==> src/rtl/mem_bus_arbiter.sv <==
// mem_bus_arbiter: round-robin arbiter that shares one Hack data-memory port
// (RAM16K / Screen / Keyboard map) among N requesters. Each granted access runs
// IDLE -> ACCESS (MEM_LAT cycles) -> RESP (one cycle, ack pulse) and returns read data.
//
// Ports:
//   clk, reset_n      clock, asynchronous active-low reset
//   req, we           per-requester request (held until ack) and write enable
//   addr, wdata       packed per-requester address / write data, requester i at [i*W +: W]
//   gnt               one-hot grant, high through ACCESS and RESP
//   ack               one-hot, one-cycle completion pulse in RESP
//   rdata             read data of the last completed read
//   mem_addr, mem_we, mem_wdata, mem_rdata   single-port memory interface
module mem_bus_arbiter #(
  parameter int unsigned N       = 4,
  parameter int unsigned ADDR_W  = 15,
  parameter int unsigned DATA_W  = 16,
  parameter int unsigned MEM_LAT = 1
) (
  input  logic                clk,
  input  logic                reset_n,
  input  logic [N-1:0]        req,
  input  logic [N-1:0]        we,
  input  logic [N*ADDR_W-1:0] addr,
  input  logic [N*DATA_W-1:0] wdata,
  output logic [N-1:0]        gnt,
  output logic [N-1:0]        ack,
  output logic [DATA_W-1:0]   rdata,
  output logic [ADDR_W-1:0]   mem_addr,
  output logic                mem_we,
  output logic [DATA_W-1:0]   mem_wdata,
  input  logic [DATA_W-1:0]   mem_rdata
);

  localparam int unsigned SelW = $clog2(N);
  localparam int unsigned CntW = (MEM_LAT > 1) ? $clog2(MEM_LAT) : 1;
  localparam logic [SelW-1:0] LastInit = SelW'(N - 1);
  localparam logic [CntW-1:0] CntInit  = CntW'(MEM_LAT - 1);

  typedef enum logic [1:0] {StIdle, StAccess, StResp} state_e;

  state_e state_q, state_d;

  logic [SelW-1:0]   sel_q, last_q;
  logic [CntW-1:0]   cnt_q;
  logic              op_we_q;
  logic [ADDR_W-1:0] mem_addr_q;
  logic [DATA_W-1:0] mem_wdata_q, rdata_q;
  logic              mem_we_q;

  logic [SelW-1:0]   pick, cand;
  logic              pick_vld;
  logic [ADDR_W-1:0] addr_pick;
  logic [DATA_W-1:0] wdata_pick;
  logic              we_pick;

  // Round-robin scan starting just after the last granted requester, wrapping at N.
  always_comb begin
    pick     = '0;
    pick_vld = 1'b0;
    cand     = '0;
    for (int k = 1; k <= int'(N); k++) begin
      cand = SelW'((int'(last_q) + k) % int'(N));
      if (!pick_vld && req[cand]) begin
        pick     = cand;
        pick_vld = 1'b1;
      end
    end
  end

  // Operand mux for the requester being picked.
  always_comb begin
    addr_pick  = '0;
    wdata_pick = '0;
    we_pick    = 1'b0;
    for (int i = 0; i < int'(N); i++) begin
      if (pick == SelW'(i)) begin
        addr_pick  = addr[i*ADDR_W +: ADDR_W];
        wdata_pick = wdata[i*DATA_W +: DATA_W];
        we_pick    = we[i];
      end
    end
  end

  // State register.
  always_ff @(posedge clk or negedge reset_n) begin
    if (!reset_n) begin
      state_q <= StIdle;
    end else begin
      state_q <= state_d;
    end
  end

  // Next-state logic.
  always_comb begin
    state_d = state_q;
    unique case (state_q)
      StIdle:   if (pick_vld) state_d = StAccess;
      StAccess: if (cnt_q == '0) state_d = StResp;
      StResp:   state_d = StIdle;
      default:  state_d = StIdle;
    endcase
  end

  // Grant / ack outputs.
  always_comb begin
    gnt = '0;
    ack = '0;
    if (state_q != StIdle) gnt[sel_q] = 1'b1;
    if (state_q == StResp) ack[sel_q] = 1'b1;
  end

  // Datapath: operands are latched once in IDLE, so requester changes afterwards are ignored.
  always_ff @(posedge clk or negedge reset_n) begin
    if (!reset_n) begin
      sel_q       <= '0;
      last_q      <= LastInit;
      cnt_q       <= '0;
      op_we_q     <= 1'b0;
      mem_addr_q  <= '0;
      mem_wdata_q <= '0;
      mem_we_q    <= 1'b0;
      rdata_q     <= '0;
    end else begin
      unique case (state_q)
        StIdle: begin
          if (pick_vld) begin
            sel_q       <= pick;
            cnt_q       <= CntInit;
            op_we_q     <= we_pick;
            mem_addr_q  <= addr_pick;
            mem_wdata_q <= wdata_pick;
            mem_we_q    <= we_pick;
          end
        end
        StAccess: begin
          // Write strobe lasts only the first ACCESS cycle.
          mem_we_q <= 1'b0;
          if (cnt_q != '0) begin
            cnt_q <= cnt_q - CntW'(1);
          end else if (!op_we_q) begin
            // Read data is valid on the last ACCESS cycle; it is presented during RESP.
            rdata_q <= mem_rdata;
          end
        end
        StResp: begin
          last_q      <= sel_q;
          mem_addr_q  <= '0;
          mem_wdata_q <= '0;
        end
        default: ;
      endcase
    end
  end

  assign rdata     = rdata_q;
  assign mem_addr  = mem_addr_q;
  assign mem_we    = mem_we_q;
  assign mem_wdata = mem_wdata_q;

endmodule

==> config.mk <==
export PLATFORM = sky130hd
export DESIGN_NAME = mem_bus_arbiter
export DESIGN_NICKNAME = d
export VERILOG_FILES = /design/src/rtl/mem_bus_arbiter.sv
export SDC_FILE = /design/constraint.sdc
export NUM_CORES = 1
export LEC_CHECK = 0
export CORE_MARGIN = 2
export CORE_UTILIZATION = 27
export DETAILED_ROUTE_END_ITERATION = 10
export PLACE_DENSITY = 0.68
export SKIP_LAST_GASP = 1
export SLEW_MARGIN = 10
export SYNTH_ARGS = -nofsm -noshare
export SYNTH_HDL_FRONTEND = slang
export SYNTH_SLANG_ARGS = --single-unit
==> constraint.sdc <==
create_clock -name clk -period 2 [get_ports clk]
set_input_delay 0.6 -clock clk [delete_from_list [all_inputs] [get_ports clk]]
set_output_delay 0.6 -clock clk [all_outputs]
set_load 0.03 [all_outputs]
==> results_dict.tcl <==
set metrics [dict create \
    root_buffer "clkbuf_16" \
    n_fill_cell 968 \
    ys_async_sr_fraction 1.000 \
    status "complete, no violations" \
    cts_made_buffers 5 \
    worst_r2r_path_depth 6 \
    wl_per_cell_um 18.62 \
    ys_types 40 \
    grt_pass1_wl_mm 18.31 \
    grt_max_degree 56 \
    syn_inst 297 \
    p_sw_frac 0.4323 \
    multi_input_area_um2 1582 \
    antennaDiodeCount 0 \
    grt_use_total 0.1972 \
    cpMaxStageDelayCell "or3_4" \
    viasPerCell 5.270 \
    cts.path.max_buffers 2 \
    crit_type "input pin to flip-flop" \
    rsz0062_at_grt "yes" \
    clock-sinks 55 \
    yosys-top-cells-area "dfrtp_1 (43%), a221o_1 (8.2%), mux2_2 (6.6%)" \
    synth_area_per_cell_um2 10.28 \
    crit_arrival_ns 2.17 \
    power.total_mw 8.636 \
    worst_pin_slew_ns 0.3614 \
    drcViolationCount 0 \
    synth_area_leader_cell "dfrtp_1" \
    r2r_slack_ns 0.08 \
    syn_to_final_growth_pct 90.45 \
    drive_gt1_frac 0.1832 \
    switching_power_mw 3.733 \
    dpl.cell_count 645 \
    clock_latency_ns 0.29 \
    vias 3499 \
    setup_violations 0 \
    ir_drop_uv 687.7 \
    post-route-period-util 0.9937 \
    startpoint_type "input pin" \
    synth_area_um2 3053 \
    finalWirelength_mm 12.36 \
    cp-end-kind "flip-flop" \
    grt.overflow.total 0 \
    timing.fmax_mhz 503.2 \
    clkPwrFrac 0.103 \
    drtIter0Drc 119 \
    seqPwrFrac 0.233 \
    slowest_delay_ns 0.41 \
    synth_nets 447 \
    io_pins 206 \
    dieWidth_um 110.3 \
    maxCapViolations 0 \
    reg2reg_to "mem_wdata[15]$_DFFE_PN0P_" \
    yosysSeqAreaShare 0.4516 \
    pwr-share-comb 0.664 \
    ant_nets 0 \
    hold_path_class "input pin to async pin" \
    dieArea_um2 12170 \
    yosysWarnings 0 \
    place.gp.congestion 0.8393 \
    regToRegStartpoint "last_q[1]$_DFFE_PN1P_" \
    nets 673 \
    numPortBuffers 205 \
    cp.required_ns 2.18 \
    finalCriticalPeriod_ns 1.987 \
    yosys-top-cells-count "dfrtp_1 (53), a22oi_1 (26), nand3_1 (26)" \
    clk_pin_slew_ns 0.07 \
    regArea_um2 1379 \
    hpwl_mm 9.017 \
    worstPathMaxFanout 6 \
    slew_violations 0 \
    final-hold-violation-count 0 \
    skew_ns 0.006463 \
    synthFlopType "dfrtp_1" \
    fin_util 0.5317 \
    synth.most_common_cell "dfrtp_1" \
    intPower_mw 4.903 \
    final_cells 664 \
    cts_tree "yes" \
    netlist.area_leader.share 0.4344 \
    start_util 0.2792 \
    coreArea_um2 10940 \
    leakagePower_nw 2.379 \
    antenna_found_initial 0 \
    htreeDepth 2 \
    fp-row-count 38 \
    grt_pass1_vias 3701 \
    first_pass_iters 4 \
    powerDensity_nw_per_um2 1485 \
    relSlewSlack 0.7574 \
    synth-edff-count 0 \
    ys_ff_latch 55 \
    crit_chain "buf_2, or3_4, o21ai_4, inv_4, o211ai_4, buf_12, clkbuf_16, o22ai_1, a221o_1" \
    die_h_um 110.3 \
]
-- final cells by class --
class,instances,area share
Inverter,5,0.003658
Multi-Input combinational cell,210,0.2720
Tap cell,140,0.03013
Clock buffer,5,0.02152
Sequential cell,55,0.2371
Clock inverter,3,0.004304
Timing Repair Buffer,246,0.4312
-- per-layer routing --
| layer | part of all wire | track usage | routed length [um] | vias up |
|---|---|---|---|---|
| met5 | 0 | 0 | 0 | - |
| met4 | 0.026 | 0.06964 | 325 | 0 |
| met3 | 0.082 | 0.04938 | 1015 | 28 |
| met2 | 0.51 | 0.3620 | 6324 | 166 |
| met1 | 0.38 | 0.2202 | 4699 | 1678 |
| li1 | - | - | - | 1627 |
-- worst max path at each step --
stage / to / startpoint
floorplan: mem_addr[10]$_DFFE_PN0P_ / req[3]
global placement: mem_wdata[12]$_DFFE_PN0P_ / req[3]
detailed placement: mem_wdata[4]$_DFFE_PN0P_ / req[3]
CTS: gnt[2] / sel_q[0]$_DFFE_PN0P_
global route: mem_addr[2]$_DFFE_PN0P_ / last_q[1]$_DFFE_PN1P_
finish: mem_addr[3]$_DFFE_PN0P_ / req[2]
-- timing repair --
item	4_1_cts	5_1_grt
pin swaps	6	3
gates cloned	4	1
setup endpoints to repair	38	34
gates resized for setup	19	16
buffers inserted	4	2
hold buffers	0	0
-- flip-flops by register name, summed over array words and instances, names as in the netlist --
signal and count:
mem_addr 15, mem_wdata 16, mem_we 1, rdata 16
op_we_q 1, sel_q 2, last_q 2, state_q 2
-- power groups by stage --
| stage | sequential [mW] | clock, mW | combinational (mW) |
|---|---|---|---|
| after detailed placement | 2.02 | 0 | 5.35 |
| after global placement | 2.00 | 0 | 5.25 |
| after CTS | 2.02 | 0.920 | 5.65 |
| final | 2.01 | 0.885 | 5.74 |
| after floorplan | 2.83 | 0 | 2.16 |
| after global routing | 2.09 | 0.958 | 6.11 |
-- critical path, delay by kind of cell --
family	cells	cell delay, ns
compound gates	4	0.64
buf+inv	4	0.52
simple gates	1	0.41
-- per-stage QoR --
stage | TNS, ns | instance area [um^2] | setup slack (ns) | hold slack [ns]
6_report | 0 | 5814 | 0.01263 | 0.3002
5_1_grt | -0.4039 | 5814 | -0.03459 | 0.3272
4_1_cts | -0.5605 | 5772 | -0.05260 | 0.3186
3_5_place_dp | -18.46 | 5490 | -0.5937 | 0.4632
3_3_place_gp | -16.62 | 5490 | -0.5270 | 0.4625
2_1_floorplan | -4.459 | 3063 | -0.1953 | 0.3044
-- kinds of logic after synthesis --
kind of cell    share of synthesized area
compound gates                     0.2914
xor+xnor                         0.002869
buf+inv                           0.05491
flops                              0.4516
mux                               0.07623
simple gates                       0.1230
-- cell usage in the layout (no fill, tap or decap), drive strengths merged, types with 4 or more instances in the layout --
master         netlist  routed
nand2               12      12
a211oi              10      10
inv                  5       5
o22ai               25      25
and3                11      13
a22oi               26      26
clkdlybuf4s50        0     192
mux2                18      18
nand3               26      26
buf                 10      46
o31ai                6       6
nor2                16      16
dfrtp               53      53
a221o               25      25
clkbuf              19      10
o21ai                4       4
nand2b               5       5
No activity file was read; power rests on OpenSTA's default activity.
